<file path="src/rtl/dm_arbiter_pkg.sv">
// rtl/dm_arbiter_pkg.sv - shared types and constants for the data-memory arbiter
package dm_arbiter_pkg;

    localparam int DEF_ADDR_W = 10;
    localparam int DEF_DATA_W = 32;

    typedef enum logic [1:0] {
        IDLE   = 2'd0,
        ACCESS = 2'd1,
        DONE   = 2'd2
    } state_e;

    typedef logic req_id_t;

    localparam req_id_t ID_CPU = 1'b0;
    localparam req_id_t ID_AUX = 1'b1;

endpackage

</file>
<file path="src/rtl/dm_arbiter_if.sv">
// rtl/dm_arbiter_if.sv - requester, memory and status signals of the data-memory arbiter
interface dm_arbiter_if
    import dm_arbiter_pkg::*;
#(
    parameter int ADDR_W = DEF_ADDR_W,
    parameter int DATA_W = DEF_DATA_W
);
    logic              c_req;
    logic              c_we;
    logic [ADDR_W-1:0] c_addr;
    logic [DATA_W-1:0] c_wdata;
    logic              c_ack;
    logic [DATA_W-1:0] c_rdata;

    logic              a_req;
    logic              a_we;
    logic [ADDR_W-1:0] a_addr;
    logic [DATA_W-1:0] a_wdata;
    logic              a_ack;
    logic [DATA_W-1:0] a_rdata;

    logic [ADDR_W-1:0] mem_a;
    logic [DATA_W-1:0] mem_wdata;
    logic              mem_read;
    logic              mem_write;
    logic [DATA_W-1:0] mem_rdata;

    logic              busy;

    // Environment side: requesters and the memory.
    modport master (
        output c_req, c_we, c_addr, c_wdata,
        input  c_ack, c_rdata,
        output a_req, a_we, a_addr, a_wdata,
        input  a_ack, a_rdata,
        input  mem_a, mem_wdata, mem_read, mem_write,
        output mem_rdata,
        input  busy
    );

    // Arbiter side.
    modport slave (
        input  c_req, c_we, c_addr, c_wdata,
        output c_ack, c_rdata,
        input  a_req, a_we, a_addr, a_wdata,
        output a_ack, a_rdata,
        output mem_a, mem_wdata, mem_read, mem_write,
        input  mem_rdata,
        output busy
    );

endinterface

</file>
<file path="src/rtl/dm_arb_pick.sv">
// rtl/dm_arb_pick.sv - combinational winner select; DM_ARB_CPU_PRIORITY_EN gives CPU fixed priority on ties
module dm_arb_pick
    import dm_arbiter_pkg::*;
(
    input  logic [1:0] req_i,
    input  req_id_t    last_grant_i,
    input  logic [1:0] excl_i,
    output logic       valid_o,
    output req_id_t    id_o
);

    logic [1:0] eff;

    always_comb begin
        eff     = req_i & ~excl_i;
        valid_o = |eff;
        if (&eff) begin
`ifdef DM_ARB_CPU_PRIORITY_EN
            id_o = ID_CPU;
`else
            id_o = ~last_grant_i;
`endif
        end else begin
            id_o = eff[1] ? ID_AUX : ID_CPU;
        end
    end

endmodule

</file>
<file path="src/rtl/dm_arbiter.sv">
// rtl/dm_arbiter.sv - two-port arbiter (CPU/AUX) onto one data memory; DM_ARB_CPU_PRIORITY_EN selects fixed priority
module dm_arbiter
    import dm_arbiter_pkg::*;
#(
    parameter int ADDR_W = DEF_ADDR_W,
    parameter int DATA_W = DEF_DATA_W
) (
    input  logic         clk,
    input  logic         reset,
    dm_arbiter_if.slave  bus
);

    state_e            state_q, state_d;
    req_id_t           win_q;
    req_id_t           last_grant_q;
    logic              we_q;
    logic [ADDR_W-1:0] addr_q;
    logic [DATA_W-1:0] wdata_q;
    logic [DATA_W-1:0] c_rdata_q;
    logic [DATA_W-1:0] a_rdata_q;

    logic [1:0]        excl;
    logic              pick_valid;
    req_id_t           pick_id;
    logic              grant_en;

    // In DONE only the requester just served is masked out, so the other one gets a turn.
    assign excl = (state_q == DONE) ? ((win_q == ID_CPU) ? 2'b01 : 2'b10) : 2'b00;

    dm_arb_pick u_pick (
        .req_i        ({bus.a_req, bus.c_req}),
        .last_grant_i (last_grant_q),
        .excl_i       (excl),
        .valid_o      (pick_valid),
        .id_o         (pick_id)
    );

    always_ff @(posedge clk or negedge reset) begin
        if (!reset) begin
            state_q <= IDLE;
        end else begin
            state_q <= state_d;
        end
    end

    always_comb begin
        state_d  = state_q;
        grant_en = 1'b0;
        case (state_q)
            IDLE: begin
                grant_en = pick_valid;
                state_d  = pick_valid ? ACCESS : IDLE;
            end
            ACCESS: begin
                state_d = DONE;
            end
            DONE: begin
                grant_en = pick_valid;
                state_d  = pick_valid ? ACCESS : IDLE;
            end
            default: begin
                state_d = IDLE;
            end
        endcase
    end

    always_comb begin
        bus.mem_read  = 1'b0;
        bus.mem_write = 1'b0;
        bus.c_ack     = 1'b0;
        bus.a_ack     = 1'b0;
        bus.busy      = (state_q != IDLE);
        case (state_q)
            ACCESS: begin
                bus.mem_read  = ~we_q;
                bus.mem_write = we_q;
            end
            DONE: begin
                bus.c_ack = (win_q == ID_CPU);
                bus.a_ack = (win_q == ID_AUX);
            end
            default: begin
            end
        endcase
    end

    // Latched request fields are the only source for the memory side, so requester glitches after grant are ignored.
    always_ff @(posedge clk or negedge reset) begin
        if (!reset) begin
            win_q        <= ID_CPU;
            last_grant_q <= ID_AUX;
            we_q         <= 1'b0;
            addr_q       <= '0;
            wdata_q      <= '0;
            c_rdata_q    <= '0;
            a_rdata_q    <= '0;
        end else begin
            if (grant_en) begin
                win_q <= pick_id;
                if (pick_id == ID_AUX) begin
                    we_q    <= bus.a_we;
                    addr_q  <= bus.a_addr;
                    wdata_q <= bus.a_wdata;
                end else begin
                    we_q    <= bus.c_we;
                    addr_q  <= bus.c_addr;
                    wdata_q <= bus.c_wdata;
                end
            end
            if (state_q == ACCESS) begin
                last_grant_q <= win_q;
                if (win_q == ID_CPU) begin
                    c_rdata_q <= we_q ? '0 : bus.mem_rdata;
                end else begin
                    a_rdata_q <= we_q ? '0 : bus.mem_rdata;
                end
            end
        end
    end

    assign bus.mem_a     = addr_q;
    assign bus.mem_wdata = wdata_q;
    assign bus.c_rdata   = c_rdata_q;
    assign bus.a_rdata   = a_rdata_q;

endmodule

</file>
<file path="src/flat_wrapper.sv">
// flat-port wrapper written by rule: the top's interface ports become plain ports
module dm_arbiter_flat import dm_arbiter_pkg::*;
#(
    parameter int ADDR_W = DEF_ADDR_W,
    parameter int DATA_W = DEF_DATA_W
)
  (clk, reset, bus_c_req, bus_c_we, bus_c_addr, bus_c_wdata, bus_c_ack, bus_c_rdata, bus_a_req, bus_a_we, bus_a_addr, bus_a_wdata, bus_a_ack, bus_a_rdata, bus_mem_a, bus_mem_wdata, bus_mem_read, bus_mem_write, bus_mem_rdata, bus_busy);
  dm_arbiter_if #(.ADDR_W(ADDR_W), .DATA_W(DATA_W)) bus_i ();
  input  logic clk;
  input  logic reset;
  input wire logic [$bits(bus_i.c_req)-1:0] bus_c_req;
  input wire logic [$bits(bus_i.c_we)-1:0] bus_c_we;
  input wire logic [$bits(bus_i.c_addr)-1:0] bus_c_addr;
  input wire logic [$bits(bus_i.c_wdata)-1:0] bus_c_wdata;
  output wire logic [$bits(bus_i.c_ack)-1:0] bus_c_ack;
  output wire logic [$bits(bus_i.c_rdata)-1:0] bus_c_rdata;
  input wire logic [$bits(bus_i.a_req)-1:0] bus_a_req;
  input wire logic [$bits(bus_i.a_we)-1:0] bus_a_we;
  input wire logic [$bits(bus_i.a_addr)-1:0] bus_a_addr;
  input wire logic [$bits(bus_i.a_wdata)-1:0] bus_a_wdata;
  output wire logic [$bits(bus_i.a_ack)-1:0] bus_a_ack;
  output wire logic [$bits(bus_i.a_rdata)-1:0] bus_a_rdata;
  output wire logic [$bits(bus_i.mem_a)-1:0] bus_mem_a;
  output wire logic [$bits(bus_i.mem_wdata)-1:0] bus_mem_wdata;
  output wire logic [$bits(bus_i.mem_read)-1:0] bus_mem_read;
  output wire logic [$bits(bus_i.mem_write)-1:0] bus_mem_write;
  input wire logic [$bits(bus_i.mem_rdata)-1:0] bus_mem_rdata;
  output wire logic [$bits(bus_i.busy)-1:0] bus_busy;
  assign bus_i.c_req = bus_c_req;
  assign bus_i.c_we = bus_c_we;
  assign bus_i.c_addr = bus_c_addr;
  assign bus_i.c_wdata = bus_c_wdata;
  assign bus_c_ack = bus_i.c_ack;
  assign bus_c_rdata = bus_i.c_rdata;
  assign bus_i.a_req = bus_a_req;
  assign bus_i.a_we = bus_a_we;
  assign bus_i.a_addr = bus_a_addr;
  assign bus_i.a_wdata = bus_a_wdata;
  assign bus_a_ack = bus_i.a_ack;
  assign bus_a_rdata = bus_i.a_rdata;
  assign bus_mem_a = bus_i.mem_a;
  assign bus_mem_wdata = bus_i.mem_wdata;
  assign bus_mem_read = bus_i.mem_read;
  assign bus_mem_write = bus_i.mem_write;
  assign bus_i.mem_rdata = bus_mem_rdata;
  assign bus_busy = bus_i.busy;
  dm_arbiter #(.ADDR_W(ADDR_W), .DATA_W(DATA_W)) u_core (.clk(clk), .reset(reset), .bus(bus_i));
endmodule
</file>
<file path="config.mk">
export PLATFORM = sky130hd
export DESIGN_NAME = dm_arbiter_flat
export DESIGN_NICKNAME = d
export VERILOG_FILES = /design/src/rtl/dm_arbiter_pkg.sv /design/src/rtl/dm_arbiter_if.sv /design/src/rtl/dm_arb_pick.sv /design/src/rtl/dm_arbiter.sv /design/src/flat_wrapper.sv
export SDC_FILE = /design/constraint.sdc
export NUM_CORES = 1
export LEC_CHECK = 0
export ABC_CLOCK_PERIOD_IN_PS = 1900
export CAP_MARGIN = 20
export CORE_ASPECT_RATIO = 0.6
export CORE_MARGIN = 2
export CORE_UTILIZATION = 55
export DETAILED_ROUTE_END_ITERATION = 7
export DONT_BUFFER_PORTS = 1
export GPL_ROUTABILITY_DRIVEN = 0
export GPL_TIMING_DRIVEN = 0
export PLACE_DENSITY = 0.77
export SLEW_MARGIN = 20
export SYNTH_ARGS = -nofsm -noshare
export SYNTH_HDL_FRONTEND = slang
export SYNTH_SLANG_ARGS = --single-unit
</file>
<file path="constraint.sdc">
create_clock -name clk -period 1.9 [get_ports clk]
set_input_delay 0.285 -clock clk [delete_from_list [all_inputs] [get_ports clk]]
set_output_delay 0.285 -clock clk [all_outputs]
set_load 0.02 [all_outputs]
</file>
==> run metrics <==
result of the run complete, but fails checks; violations in the final reports negative hold slack, negative setup slack; Switching Share 0.415; Synth Instances roughly 400; detailed route wirelength on metal3 1050 µm; ratio of total power to cell area 1890 nW/µm²; share of layout cells above drive strength 1 0.300; number of I/O port buffers 0; CTS buffer count 9; number of nets with antenna violations after detailed routing 0; Finish-stage setup viols 42; type of the most critical hold path input port to async pin; later-pin clock latency in the skew report 0.33 ns; clock tree from TritonCTS built; Gate power share 0.316; placed wire-length estimate after detailed placement between 8000 and 9000 µm; CTS clk-pin slew, worst paths 0.07 ns; summed instance area of the synthesized netlist 5020 µm²; Unique masters post-synth 23; via count of the first global-routing pass 3,300; Core Region slightly below 9000 µm²; Die Outline Area 9930 µm²; Critical Path AT 2.21 ns; path type of the worst setup path register to register; synth-to-layout area growth 10.5%; clock root buffer master sky130_fd_sc_hd__clkbuf_16; data required time at the worst endpoint around 2.1 ns; wire length of the first global-routing pass ~18,000 µm; Finished Layout Cells about 540; Final period util 1.05; Highest Signal Layer met4; Vert. Die Dim 78.0 µm; initial antenna violation count 0; DIE WIDTH ~130 µm; maximum level of the CTS H-tree 3; sum of met2 wire segment lengths after detailed routing 5200 µm; worst slack on hold paths -0.353 ns; detailed-routing iteration count for the pre-antenna-repair pass 4; total leakage power 0.00267 µW; post-synth net total 524; placed cell count 514; post-synthesis cell type with the largest combined area sky130_fd_sc_hd__dfrtp_1; remaining max-slew budget at the tightest pin 0.658; final wirelength 11,200 µm; Synthesis Warnings 0; CP Max Fanout 10; number of max-cap violations 0; initial DRC count 168; endpoint type of the worst setup path register; NetSw between 4000 and 5000 µW; IR Drop Worst-Case VDD just under 0.9 mV; final total power ~10,000 µW; vias post-DR 3,103; maximum achievable frequency 501 MHz; RSZ-0062 raised after global routing true; element type at the critical path start register; Row Count 26; gr usage total 0.227; Slew Limit Fails 0; worst setup slack after layout -0.0977 ns; effective utilization at floorplan 0.578; Synth Area per Inst 12.5 µm²; clock sink count 111; share of total power in the clock network 0.180; buffer depth of the longest clock path 2; nets 540; number of top-level pins 233; hold violation total from the final report around 110; Post-Route M1 WL 4760 µm; internal power 6140 µW; flip-flop and latch count after synthesis 111; top cells by area in the synthesized netlist sky130_fd_sc_hd__dfrtp_1 55%, sky130_fd_sc_hd__mux2_4 23%, sky130_fd_sc_hd__nand2_1 7.3%; transition time at the pin with the least slew margin 0.513 ns; min Tclk post-route 2.00 ns; largest net degree at the start of global routing roughly 110; proportion of synthesized chip area in sequential cells 0.554; wire length per cell after detailed routing 20.9 µm; via/cell ratio 5.80; GRT overflow 0; top-area cell type share of the netlist area 0.549; # diodes 0; proportion of power drawn by flip-flops and latches 0.504; Clock Skew 0.00785 ns; DRC Markers 0; final core area utilization 0.638
==> registers in the layout, indices dropped and copies added (netlist names) <==
register              cells
u_core.bus.a_rdata       32
u_core.bus.c_rdata       32
u_core.bus.mem_a         10
u_core.bus.mem_wdata     32
u_core.last_grant_q       1
u_core.state_q            2
u_core.we_q               1
u_core.win_q              1
==> path summary, 6_finish.rpt <==
| path | startpoint | endpoint | slack (ns) | depth (start not counted) |
|---|---|---|---|---|
| worst min-delay path | reset | u_core.bus.mem_a[3] | -0.35 | 0 |
| worst max-delay path | u_core.state_q[1] | u_core.bus.mem_wdata[2] | -0.1 | 6 |
| worst max register to register | u_core.state_q[1] | u_core.bus.mem_wdata[2] | -0.1 | 6 |
| worst min register to register | u_core.last_grant_q | u_core.last_grant_q | 0.54 | 1 |
| max in group asynchronous | reset | u_core.last_grant_q | 2.01 | 0 |
| min in group clk | bus_mem_rdata[18] | u_core.bus.c_rdata[18] | 0.11 | 2 |
==> cells in the mapped netlist <==
| library cell | number |
|---|---|
| sky130_fd_sc_hd__and3b_1 | 1 |
| sky130_fd_sc_hd__dfrtp_1 | 110 |
| sky130_fd_sc_hd__nand2_1 | 98 |
| sky130_fd_sc_hd__buf_12 | 4 |
| sky130_fd_sc_hd__a311oi_4 | 1 |
| sky130_fd_sc_hd__mux2i_1 | 3 |
| sky130_fd_sc_hd__nor2b_1 | 1 |
| sky130_fd_sc_hd__clkinv_1 | 1 |
| sky130_fd_sc_hd__and2_1 | 2 |
| sky130_fd_sc_hd__o21a_1 | 1 |
| sky130_fd_sc_hd__o21ai_0 | 64 |
| sky130_fd_sc_hd__mux2_2 | 8 |
| sky130_fd_sc_hd__mux2_4 | 76 |
| sky130_fd_sc_hd__or2_2 | 1 |
| sky130_fd_sc_hd__a311o_1 | 1 |
| sky130_fd_sc_hd__buf_6 | 1 |
| sky130_fd_sc_hd__nand2b_1 | 2 |
| sky130_fd_sc_hd__clkbuf_1 | 17 |
| sky130_fd_sc_hd__inv_1 | 3 |
| sky130_fd_sc_hd__nor2_1 | 1 |
| sky130_fd_sc_hd__dfstp_2 | 1 |
| sky130_fd_sc_hd__buf_2 | 4 |
| sky130_fd_sc_hd__a21oi_1 | 1 |
==> power by group through the flow <==
stage	combinational [µW]	sequential, µW	clock (µW)
after global placement	3070	5310	0
after global routing	3650	5390	2050
after detailed placement	3180	5330	0
final	3310	5290	1890
after CTS	3260	5290	1940
after floorplan	2640	5060	0
==> metal layers <==
metal  global-route usage  vias up
met5                    0        -
met4               0.0659        0
met3               0.0869       17
met2                0.347      158
met1                0.304     1537
li1                     -     1391
==> worst max-delay path, stage by stage, from the launching register on <==
cell,delay [ns]
sky130_fd_sc_hd__dfrtp_2,0.43
sky130_fd_sc_hd__and3b_2,0.28
sky130_fd_sc_hd__a311o_1,0.30
sky130_fd_sc_hd__buf_6,0.16
sky130_fd_sc_hd__buf_12,0.15
sky130_fd_sc_hd__mux2_4,0.30
sky130_fd_sc_hd__mux2_4,0.26
==> per-stage QoR <==
stage	TNS [ns]	setup slack [ns]	cell area (µm²)
after floorplan	-1.47	-0.0393	5020
after global placement	-3.96	-0.119	5160
after detailed placement	-4.75	-0.143	5160
after CTS	-2.51	-0.0800	5500
after global routing	-4.78	-0.134	5540
final	-3.31	-0.0977	5540
==> area by class of cell <==
cell class	count	area, µm²
Buffer	25	188
Clock buffer	9	225
Clock inverter	7	77.6
Fill cell	639	3140
Inverter	4	18.8
Multi-Input combinational cell	261	2050
Sequential cell	111	2780
Tap cell	112	140
Timing Repair Buffer	6	62.6
==> cell usage in the layout, fill, tap and decap left out, types with 2 or more instances in the layout <==
cell                           n
sky130_fd_sc_hd__and2_1        2
sky130_fd_sc_hd__buf_12        4
sky130_fd_sc_hd__buf_4         6
sky130_fd_sc_hd__clkbuf_1     11
sky130_fd_sc_hd__clkbuf_16    10
sky130_fd_sc_hd__clkbuf_2      5
sky130_fd_sc_hd__clkbuf_4      3
sky130_fd_sc_hd__clkinvlp_4    2
sky130_fd_sc_hd__dfrtp_1     108
sky130_fd_sc_hd__dfrtp_2       2
sky130_fd_sc_hd__inv_1         3
sky130_fd_sc_hd__inv_6         3
sky130_fd_sc_hd__mux2_2        8
sky130_fd_sc_hd__mux2_4       76
sky130_fd_sc_hd__mux2i_1       3
sky130_fd_sc_hd__nand2_1      98
sky130_fd_sc_hd__nand2b_1      2
sky130_fd_sc_hd__o21ai_0      64
==> logic make-up (layout without fill, tap and decap cells) <==
group	count (synthesis)	count (layout)	share of synthesized area
AOI/OAI and AO/OA	68	68	0.0736
DFF	111	111	0.554
muxes	87	87	0.251
buffers and inverters	30	51	0.0379
and+or+nand+nor	106	106	0.0833
==> timing repair <==
item                                    4_1_cts  5_1_grt
cloned                                        0        1
gates resized for setup                       2       16
buffers inserted                              5        0
hold endpoints to repair                    111      111
endpoints found under the setup margin       40       78
pin swaps                                     1        1
No activity file was read; power rests on OpenSTA's default activity.
